## src/rtl/data_ram_arbiter.sv

```systemverilog
// data_ram_arbiter: burst-limited round-robin arbiter sharing one data_ram port between two masters
// Ports: clk, rst (async active-low); m0_*/m1_* request buses (req/we/addr/sel/data in, gnt/stall out);
//        rd_data_o read data to both masters; ram_* outputs and ram_data_i to/from data_ram.
module data_ram_arbiter #(
    parameter int BURST_MAX = 4,
    parameter int AW        = 32,
    parameter int DW        = 32
) (
    input  logic          clk,
    input  logic          rst,
    input  logic          m0_req_i,
    input  logic          m0_we_i,
    input  logic [AW-1:0] m0_addr_i,
    input  logic [3:0]    m0_sel_i,
    input  logic [DW-1:0] m0_data_i,
    output logic          m0_gnt_o,
    output logic          m0_stall_o,
    input  logic          m1_req_i,
    input  logic          m1_we_i,
    input  logic [AW-1:0] m1_addr_i,
    input  logic [3:0]    m1_sel_i,
    input  logic [DW-1:0] m1_data_i,
    output logic          m1_gnt_o,
    output logic          m1_stall_o,
    output logic [DW-1:0] rd_data_o,
    output logic          ram_ce_o,
    output logic          ram_we_o,
    output logic [AW-1:0] ram_addr_o,
    output logic [3:0]    ram_sel_o,
    output logic [DW-1:0] ram_data_o,
    input  logic [DW-1:0] ram_data_i
);
    typedef enum logic [1:0] {OWN_NONE, OWN_M0, OWN_M1} owner_e;
    localparam logic [3:0] CNT_LAST = 4'(BURST_MAX - 1);
    owner_e     owner_q, owner_d;
    logic       last_q, last_d;
    logic [3:0] cnt_q, cnt_d;
    logic       g0, g1;
    // last_q is 1 when M1 was served last, so an idle tie goes to M0 exactly when last_q is set
    always_comb begin
        g0 = m0_req_i;
        g1 = m1_req_i;
        if (m0_req_i && m1_req_i) begin
            g0 = (owner_q == OWN_NONE) ? last_q :
                 (cnt_q < CNT_LAST)    ? (owner_q == OWN_M0) : (owner_q == OWN_M1);
            g1 = ~g0;
        end
        g0 = g0 & rst;
        g1 = g1 & rst;
    end
    always_comb begin
        owner_d = OWN_NONE;
        cnt_d   = '0;
        last_d  = last_q;
        if (g0 || g1) begin
            owner_d = g0 ? OWN_M0 : OWN_M1;
            last_d  = g1;
            cnt_d   = (owner_d != owner_q) ? 4'd0 : (cnt_q == CNT_LAST) ? cnt_q : cnt_q + 4'd1;
        end
    end
    always_ff @(posedge clk or negedge rst) begin
        if (!rst) begin
            owner_q <= OWN_NONE;
            last_q  <= 1'b1;
            cnt_q   <= '0;
        end else begin
            owner_q <= owner_d;
            last_q  <= last_d;
            cnt_q   <= cnt_d;
        end
    end
    assign m0_gnt_o   = g0;
    assign m1_gnt_o   = g1;
    assign m0_stall_o = rst & m0_req_i & ~g0;
    assign m1_stall_o = rst & m1_req_i & ~g1;
    assign ram_ce_o   = g0 | g1;
    assign ram_we_o   = g0 ? m0_we_i   : g1 ? m1_we_i   : 1'b0;
    assign ram_addr_o = g0 ? m0_addr_i : g1 ? m1_addr_i : '0;
    assign ram_sel_o  = g0 ? m0_sel_i  : g1 ? m1_sel_i  : '0;
    assign ram_data_o = g0 ? m0_data_i : g1 ? m1_data_i : '0;
    assign rd_data_o  = rst ? ram_data_i : '0;
endmodule

```

## config.mk

```make
export PLATFORM = sky130hd
export DESIGN_NAME = data_ram_arbiter
export DESIGN_NICKNAME = d
export VERILOG_FILES = /design/src/rtl/data_ram_arbiter.sv
export SDC_FILE = /design/constraint.sdc
export NUM_CORES = 1
export LEC_CHECK = 0
export BUFFER_PORTS_ARGS = -buffer_cell sky130_fd_sc_hd__buf_2
export CAP_MARGIN = 20
export CORE_AREA = 2 2 108 110
export CTS_CLUSTER_DIAMETER = 100
export DETAILED_ROUTE_END_ITERATION = 6
export DIE_AREA = 0 0 110 112
export GPL_ROUTABILITY_DRIVEN = 1
export GPL_TIMING_DRIVEN = 1
export PLACE_DENSITY = 0.68
export SYNTH_ARGS = -nofsm -noshare
export SYNTH_HDL_FRONTEND = slang
export SYNTH_SLANG_ARGS = --single-unit
```

## constraint.sdc

```tcl
create_clock -name clk -period 2.8 [get_ports clk]
set_clock_uncertainty 0.15 [all_clocks]
set_input_delay 0.42 -clock clk [delete_from_list [all_inputs] [get_ports clk]]
set_output_delay 0.42 -clock clk [all_outputs]
set_load 0.02 [all_outputs]
```

* Word level (Yosys, flattened, before mapping) *
Index checks and enable logic that the tools add are counted.

storage, ports and cells
  flip-flop bits (word level) = 7
  bits of input ports = 174
  output and inout port bits = 106
  logic and storage cells = 41

operators by class
  $add $sub $neg = 1
  $lt $le $gt $ge = 1
  eq/ne operators = 5
  multiplexer cells = 18
  bitwise logic cells = 10
  reductions and logical operators = 3

operators with widths
  cell                                                        number
  2-to-1 mux 32 bit                                           5
  2-to-1 mux 4 bit                                            5
  AND 1 bit                                                   6
  2-to-1 mux 1 bit                                            6
  adder 4 x 1 -> 4 bit, second input constant                 1
  == test 4 x 2 -> 1 bit, second input constant               1
  less-than comparator 4 x 2 -> 1 bit, second input constant  1
  2-to-1 mux 2 bit                                            2
  != test 3 bit, second input constant                        1
  inverter 1 bit                                              3
  == test 2 x 1 -> 1 bit, second input constant               1
  == test 2 bit, second input constant                        1
  logical NOT 2 bit                                           1
  != test 2 bit                                               1
  logical AND 1 bit                                           1
  logical OR 1 bit                                            1
  bitwise OR 1 bit                                            1

* Logic depth before layout (Yosys ltp) *
Gate-level depths: netlist of run 1.

  depth after elaboration = 9
  depth in mapped cells = 7
  mapped depth without buffers = 4

* Worst setup path before layout of run 1 *
OpenSTA, ideal clock, no wires.

  path kind = reg-to-output
  start = register cnt_q[0]
  end = output port m0_gnt_o
  arrival = 1.881 ns
  data required time = 2.230 ns
  setup slack = 0.349 ns
  stages on the path, launching flop included = 7
  buffers on the path = 2
  cells stage by stage = dfrtp_1 > ha_1 > buf_2 > o31ai_1 > nand3_2 > buf_6 > a21oi_1

between the ends
  word-level cells in the longest chain between the ends = 5

RTL lines
  element                              RTL line  RTL
  from (decl)                          37        logic [3:0] cnt_q, cnt_d;
  from (signal assigned)               69        cnt_q <= cnt_d;
  less-than comparator 4 x 2 -> 1 bit  45        (cnt_q < CNT_LAST) ? (owner_q == OWN_M0) : (owner_q == OWN_M1);
  2-to-1 mux 1 bit                     45
  2-to-1 mux 1 bit                     44        g0 = (owner_q == OWN_NONE) ? last_q :
  2-to-1 mux 1 bit                     43        if (m0_req_i && m1_req_i) begin
  AND 1 bit                            48        g0 = g0 & rst;
  to (decl)                            16        output logic m0_gnt_o,

No other way between the ends.

* Worst setup path after layout of run 1 *
  start = register cnt_q[0]
  end = output port ram_addr_o[25]

between the ends
  word-level cells in the longest chain between the ends = 8

RTL lines
  element                                RTL line  RTL
  less-than comparator 4 x 2 -> 1 bit *  45
  2-to-1 mux 1 bit *                     45
  2-to-1 mux 1 bit *                     44
  inverter 1 bit                         46        g1 = ~g0;
  2-to-1 mux 1 bit                       43
  AND 1 bit                              49        g1 = g1 & rst;
  2-to-1 mux 32 bit                      78        assign ram_addr_o = g0 ? m0_addr_i : g1 ? m1_addr_i : '0;
  2-to-1 mux 32 bit *                    78
  to (decl)                              28        output logic [AW-1:0] ram_addr_o,

Every way passes the cells marked *; elsewhere a longest branch is shown, timed or not.

==> results.sh, run 1 <==
export IMPL_syn_nets=686
export IMPL_grt_pass1_wl_um=22430
export IMPL_crit_path_max_fanout=37
export IMPL_slew_violations=0
export IMPL_fmax_mhz=367.3
export IMPL_area_growth_syn_to_layout_pct=43.44
export IMPL_viasPerCell=6.101
export IMPL_die_width_um=110
export IMPL_num_rows=39
export IMPL_cts_hold_buffers=0
export IMPL_avgSynthCellArea_um2=7.069
export IMPL_synthArstFlopShare_pct=100.0
export IMPL_timing_worst_setup_path_type="reg -> out"
export IMPL_clock_sinks=7
export IMPL_netlist_area_mm2=0.003612
export IMPL_fin_crit_sh_pct=97.23
export IMPL_netlist_top_cells_area="a32oi_1 (17%), o211ai_1 (14%), o311ai_0 (14%)"
export IMPL_synth_top_family_by_area="compound AO/OA/AOI/OAI gates"
export IMPL_cts_resized_gates=0
export IMPL_core_area_mm2=0.01117
export IMPL_gp_congestion=0.8833
export IMPL_hold_viol_final=0
export IMPL_drive_gt1_share_pct=43.48
export IMPL_route_detailed_drc=0
export IMPL_nets=905
export IMPL_numPortBuffers=279
export IMPL_slowest_delay_ns=0.39
export IMPL_dpl_hpwl_um=10350
export IMPL_synth_most_common_cell="nor2b_1"
export IMPL_htree_levels=1
export IMPL_cts_tree="yes"
export IMPL_synth_edf_count=0
export IMPL_cts_inserted_buffers=3
export IMPL_final_cell_area_mm2=0.005181
export IMPL_clock_tree_root_cell="clkbuf_16"
export IMPL_clk_path_buf_depth=2
export IMPL_synth_compound_area_share_pct=49.88
export IMPL_grt_max_degree=82
export IMPL_synth_simple_gate_area_share_pct=31.31
export IMPL_die_y_um=112
export IMPL_synthFlopType="dfrtp_1"
export IMPL_critPathCaptureType="output port"
export IMPL_path_clk_slew_ns=0.04
export IMPL_ys_types=36
export IMPL_grt_pass1_vias=4416
export IMPL_required_ns=2.23
export IMPL_power_mw=1.371
export IMPL_wirelength_um=14730
export IMPL_cp_cell_sequence="ha_1 -> o31a_2 -> buf_4 -> o311ai_0 -> o211ai_1 -> buf_2"
export IMPL_diodes=0
export IMPL_p_per_area_mw_per_mm2=264.7
export IMPL_hold_slack_ns=0.2648
export IMPL_synthXorXnorAreaFrac_pct=0.4849
export IMPL_initial_core_util_pct=32.33
export IMPL_yosysSeqAreaShare_pct=4.884
export IMPL_worstPathArrival_ns=2.15
export IMPL_avgRoutedWirePerCell_um=16.89
export IMPL_ys_top_cells_by_count="nor2b_1 (71), nand3_1 (70), a32oi_1 (69), o211ai_1 (69), clkbuf_1 (60)"
export IMPL_post_cts_buffers=0
export IMPL_detail_route_antenna_nets=0
export IMPL_dp_cells=868
export IMPL_yosysTopAreaCell="a32oi_1"
export IMPL_worst_slew_pin_slew_ns=0.7487
export IMPL_worst_path_max_delay_cell="dfrtp_1"
export IMPL_clk_latency_ns=0.23
export IMPL_synth_top_cell_area_share_pct=16.73
export IMPL_ys_ff_latch=7
export IMPL_cp_start_kind="flop"
export IMPL_drv_cap=0
export IMPL_postPlaceCellArea_mm2=0.005101
export IMPL_vias=5320
export IMPL_fp_dieArea_mm2=0.01232
export IMPL_peakVddDrop_mv=0.1572
export IMPL_netlist_instances=511
export IMPL_gr_total_overflow=0
export IMPL_synthAdderAreaFrac_pct=0.3464
export IMPL_io_pins=280
export IMPL_grtUsageTotal_pct=21.82
export IMPL_rsz0062_at_grt="true"
export IMPL_grt_antenna_before_repair=0
export IMPL_yosysWarnings=0
export IMPL_status="completed"
export IMPL_synth_mux_area_share_pct=0.5888
export IMPL_final_cells=872
export IMPL_setup_violations=0
export IMPL_first_pass_iters=4
export IMPL_drtIter0Drc=542
export IMPL_max_slew_margin_rel_pct=50.09
export IMPL_period_needed_ns=2.722
export IMPL_hold_path_class="in -> async"
export IMPL_p_leak_nw=2.152
==> sequential cells by signal, indices dropped and copies added, names as in the netlist <==
name,count
cnt_q,4
last_q,1
owner_q,2
==> per-layer routing <==
metal / up-vias / GRT usage [%] / wire, um
li1: 2553 / - / -
met1: 2496 / 32.02 / 6473
met2: 255 / 33.66 / 6922
met3: 16 / 4.157 / 1178
met4: 0 / 2.869 / 153
met5: - / 0 / 0
==> power breakdown <==
group          switching [mW]  internal [mW]  total, mW
combinational           0.624          0.390       1.01
sequential            0.00761          0.108      0.116
clock                  0.0546          0.187      0.242
total                   0.686          0.686       1.37
==> per-stage QoR <==
stage	utilization, %	setup slack, ns	setup TNS (ns)
finish	46.37	0.07754	0
detailed placement	45.65	0.2766	0
global placement	45.65	0.2931	0
floorplan	-	0.3491	0
global route	46.37	-0.08797	-2.472
CTS	46.37	0.02525	0
==> cells in the final DEF, fill, tap and decap left out, types with 2 or more instances in the layout <==
master,synthesis,layout
a32oi_1,69,69
nand4b_1,2,2
o311ai_1,10,22
buf_12,0,12
nand3_1,70,70
buf_4,1,13
nand2_1,3,3
dfrtp_1,6,6
nor2b_1,71,70
clkbuf_16,0,3
o311ai_0,59,47
and2_1,35,34
a211oi_1,4,4
nor2_1,3,3
buf_2,9,278
xor2_1,2,2
o31ai_1,3,3
o211ai_1,69,69
==> critical path, delay by kind of cell, from the launching register on <==
family                   cells  cell delay [ns]
adder cells (fa/ha/maj)      1             0.25
flip-flops                   1             0.39
buffers and inverters        2             0.44
AO/OA/AOI/OAI                3             0.82
==> logic make-up after synthesis <==
kind of cell,Yosys count
adder cells (fa/ha/maj),1
AO/OA/AOI/OAI,217
multiplexers,2
XOR/XNOR,2
AND/OR/NAND/NOR,191
buffers and inverters,91
flip-flops,7
==> cell type report <==
type | instances | area [um^2]
Tap cell | 143 | 178.9
Sequential cell | 7 | 176.4
Timing Repair Buffer | 304 | 1740
Inverter | 1 | 3.754
Clock buffer | 3 | 75.07
Fill cell | 1166 | 5993
Multi-Input combinational cell | 413 | 3002
Clock inverter | 1 | 5.005
==> worst paths after layout <==
kind	start	endpoint	slack (ns)	cells after the start
worst max-delay path	cnt_q[0]$_DFFE_PN0P_	ram_addr_o[25]	0.08	6
worst min-delay path	rst	cnt_q[2]$_DFFE_PN0P_	0.26	2
worst max register to register	cnt_q[0]$_DFFE_PN0P_	owner_q[0]$_DFF_PN0_	0.91	5
worst min register to register	last_q$_DFFE_PN1P_	last_q$_DFFE_PN1P_	0.44	1
max in group asynchronous	rst	owner_q[1]$_DFF_PN0_	1.75	2
min in group clk	m1_req_i	owner_q[0]$_DFF_PN0_	0.36	2
Note: power is estimated with default switching activity, not from simulation.
==> inputs of run 2 (changes only) <==
--- a/config.mk
+++ b/config.mk
@@ -14,6 +14,7 @@
 export GPL_ROUTABILITY_DRIVEN = 1
 export GPL_TIMING_DRIVEN = 1
 export PLACE_DENSITY = 0.68
+export RECOVER_POWER = 100
 export SYNTH_ARGS = -nofsm -noshare
 export SYNTH_HDL_FRONTEND = slang
 export SYNTH_SLANG_ARGS = --single-unit
==> results.sh, run 2 (synthesis results as in run 1) <==
export IMPL_status="completed"
export IMPL_p_leak_nw=2.060
export IMPL_drive_gt1_share_pct=40.19
export IMPL_final_cells=872
export IMPL_hold_path_class="in -> async"
export IMPL_cp_top_family="compound AO/OA/AOI/OAI gates"
export IMPL_cp_cell_sequence="ha_1 -> o31a_2 -> buf_4 -> o311ai_0 -> o211ai_1 -> buf_2"
export IMPL_met3_length_um=1190
export IMPL_hold_viol_final=0
export IMPL_fmax_mhz=363.9
export IMPL_ff2ff_path_depth=5
export IMPL_die_width_um=110
export IMPL_mostFrequentLayoutCells="buf_2 (253), nand3_1 (70), nor2b_1 (70), a32oi_1 (69), o211ai_1 (69)"
export IMPL_largest_register="cnt_q"
export IMPL_gr_total_overflow=0
export IMPL_power_mw=1.361
export IMPL_cts_inserted_buffers=3
export IMPL_timing_rr_end="owner_q[0]$_DFF_PN0_"
export IMPL_dpl_hpwl_um=10350
export IMPL_slowest_delay_ns=0.41
export IMPL_die_y_um=112
export IMPL_clock_sinks=7
export IMPL_detail_route_antenna_nets=0
export IMPL_wirelength_um=14690
export IMPL_met1_length_um=6559
export IMPL_grtUsageTotal_pct=21.82
export IMPL_critPathCaptureType="output port"
export IMPL_gp_congestion=0.8833
export IMPL_setup_violations=0
export IMPL_fp_dieArea_mm2=0.01232
export IMPL_hold_slack_ns=0.2691
export IMPL_crit_path_max_fanout=37
export IMPL_peakVddDrop_mv=0.1607
export IMPL_worst_slew_pin_slew_ns=0.7597
export IMPL_io_pins=280
export IMPL_clock_tree_root_cell="clkbuf_16"
export IMPL_r2r_start="cnt_q[0]$_DFFE_PN0P_"
export IMPL_avgRoutedWirePerCell_um=16.84
export IMPL_final_common_cell="buf_2"
export IMPL_top_regs="cnt_q (4), owner_q (2), last_q (1)"
export IMPL_dr_max_layer_used="met4"
export IMPL_required_ns=2.23
export IMPL_area_growth_syn_to_layout_pct=42.26
export IMPL_htree_levels=1
export IMPL_vias=5319
export IMPL_initial_core_util_pct=32.33
export IMPL_grt_antenna_before_repair=0
export IMPL_drv_cap=0
export IMPL_viasPerCell=6.100
export IMPL_slew_violations=0
export IMPL_post_place_ws_ns=0.2766
export IMPL_max_slew_margin_rel_pct=49.35
export IMPL_grt_max_degree=82
export IMPL_first_pass_iters=4
export IMPL_worst_path_max_delay_cell="o311ai_0"
export IMPL_route_detailed_drc=0
export IMPL_diodes=0
export IMPL_p_per_area_mw_per_mm2=264.8
export IMPL_cp_start_kind="flop"
export IMPL_num_rows=39
export IMPL_drtIter0Drc=572
export IMPL_dp_cells=868
export IMPL_core_area_mm2=0.01117
export IMPL_numPortBuffers=279
export IMPL_nets=905
export IMPL_cts_tree="yes"
export IMPL_fill_cells=1183
export IMPL_clk_latency_ns=0.23
export IMPL_post_cts_buffers=0
export IMPL_clk_path_buf_depth=2
export IMPL_ff2ff_setup_slack_ns=0.81
export IMPL_crit_buf_inv=2
export IMPL_largest_register_ffs=4
export IMPL_rsz0062_at_grt="true"
export IMPL_fin_crit_sh_pct=98.13
export IMPL_cts_resized_gates=0
export IMPL_worstPathArrival_ns=2.18
export IMPL_layout_setup_ws_ns=0.05231
export IMPL_timing_worst_setup_path_type="reg -> out"
export IMPL_wl_met2_um=6782
export IMPL_period_needed_ns=2.748
export IMPL_grt_pass1_wl_um=22430
export IMPL_cts_hold_buffers=0
export IMPL_path_clk_slew_ns=0.04
export IMPL_grt_pass1_vias=4416
[run 2: area by class of cell]
type / count / area [um^2] / share of cell area [%]
well taps: 143 / 178.9 / 3.482
clock buffers: 3 / 75.07 / 1.461
flip-flops and latches: 7 / 176.4 / 3.433
inverters: 1 / 3.754 / 0.07305
clock inverters: 1 / 5.005 / 0.09739
multi-input cells: 413 / 3002 / 58.41
repair buffers: 304 / 1698 / 33.04
[run 2: how the worst max path moves through the flow]
stage	start	endpoint	slack, ns	cells after the start
floorplan	cnt_q[0]$_DFFE_PN0P_	m0_gnt_o	0.35	6
global placement	cnt_q[0]$_DFFE_PN0P_	ram_addr_o[12]	0.29	6
detailed placement	cnt_q[0]$_DFFE_PN0P_	ram_addr_o[12]	0.28	6
CTS	cnt_q[0]$_DFFE_PN0P_	ram_addr_o[12]	0.03	6
global route	cnt_q[0]$_DFFE_PN0P_	ram_sel_o[1]	-0.09	7
finish	cnt_q[0]$_DFFE_PN0P_	ram_data_o[5]	0.05	6
[run 2: metrics by stage]
stage / area (um^2) / util, % / setup TNS [ns]
2_1_floorplan: 3612 / - / 0
3_5_place_dp: 5101 / 45.65 / 0
5_1_grt: 5139 / 45.99 / -2.530
6_report: 5139 / 45.99 / 0
3_3_place_gp: 5101 / 45.65 / 0
4_1_cts: 5181 / 46.37 / 0
[run 2: metal layers]
| layer | global-route usage, % | vias to the layer above |
|---|---|---|
| li1 | - | 2553 |
| met1 | 32.02 | 2490 |
| met3 | 4.157 | 16 |
| met4 | 2.869 | 0 |
| met2 | 33.66 | 260 |
| met5 | 0 | - |
[run 2: report_power, final]
| group | leakage [nW] | internal (mW) | switching [mW] |
|---|---|---|---|
| Clock | 0.0409 | 0.187 | 0.0547 |
| Sequential | 0.0925 | 0.108 | 0.00759 |
| Combinational | 1.93 | 0.379 | 0.624 |
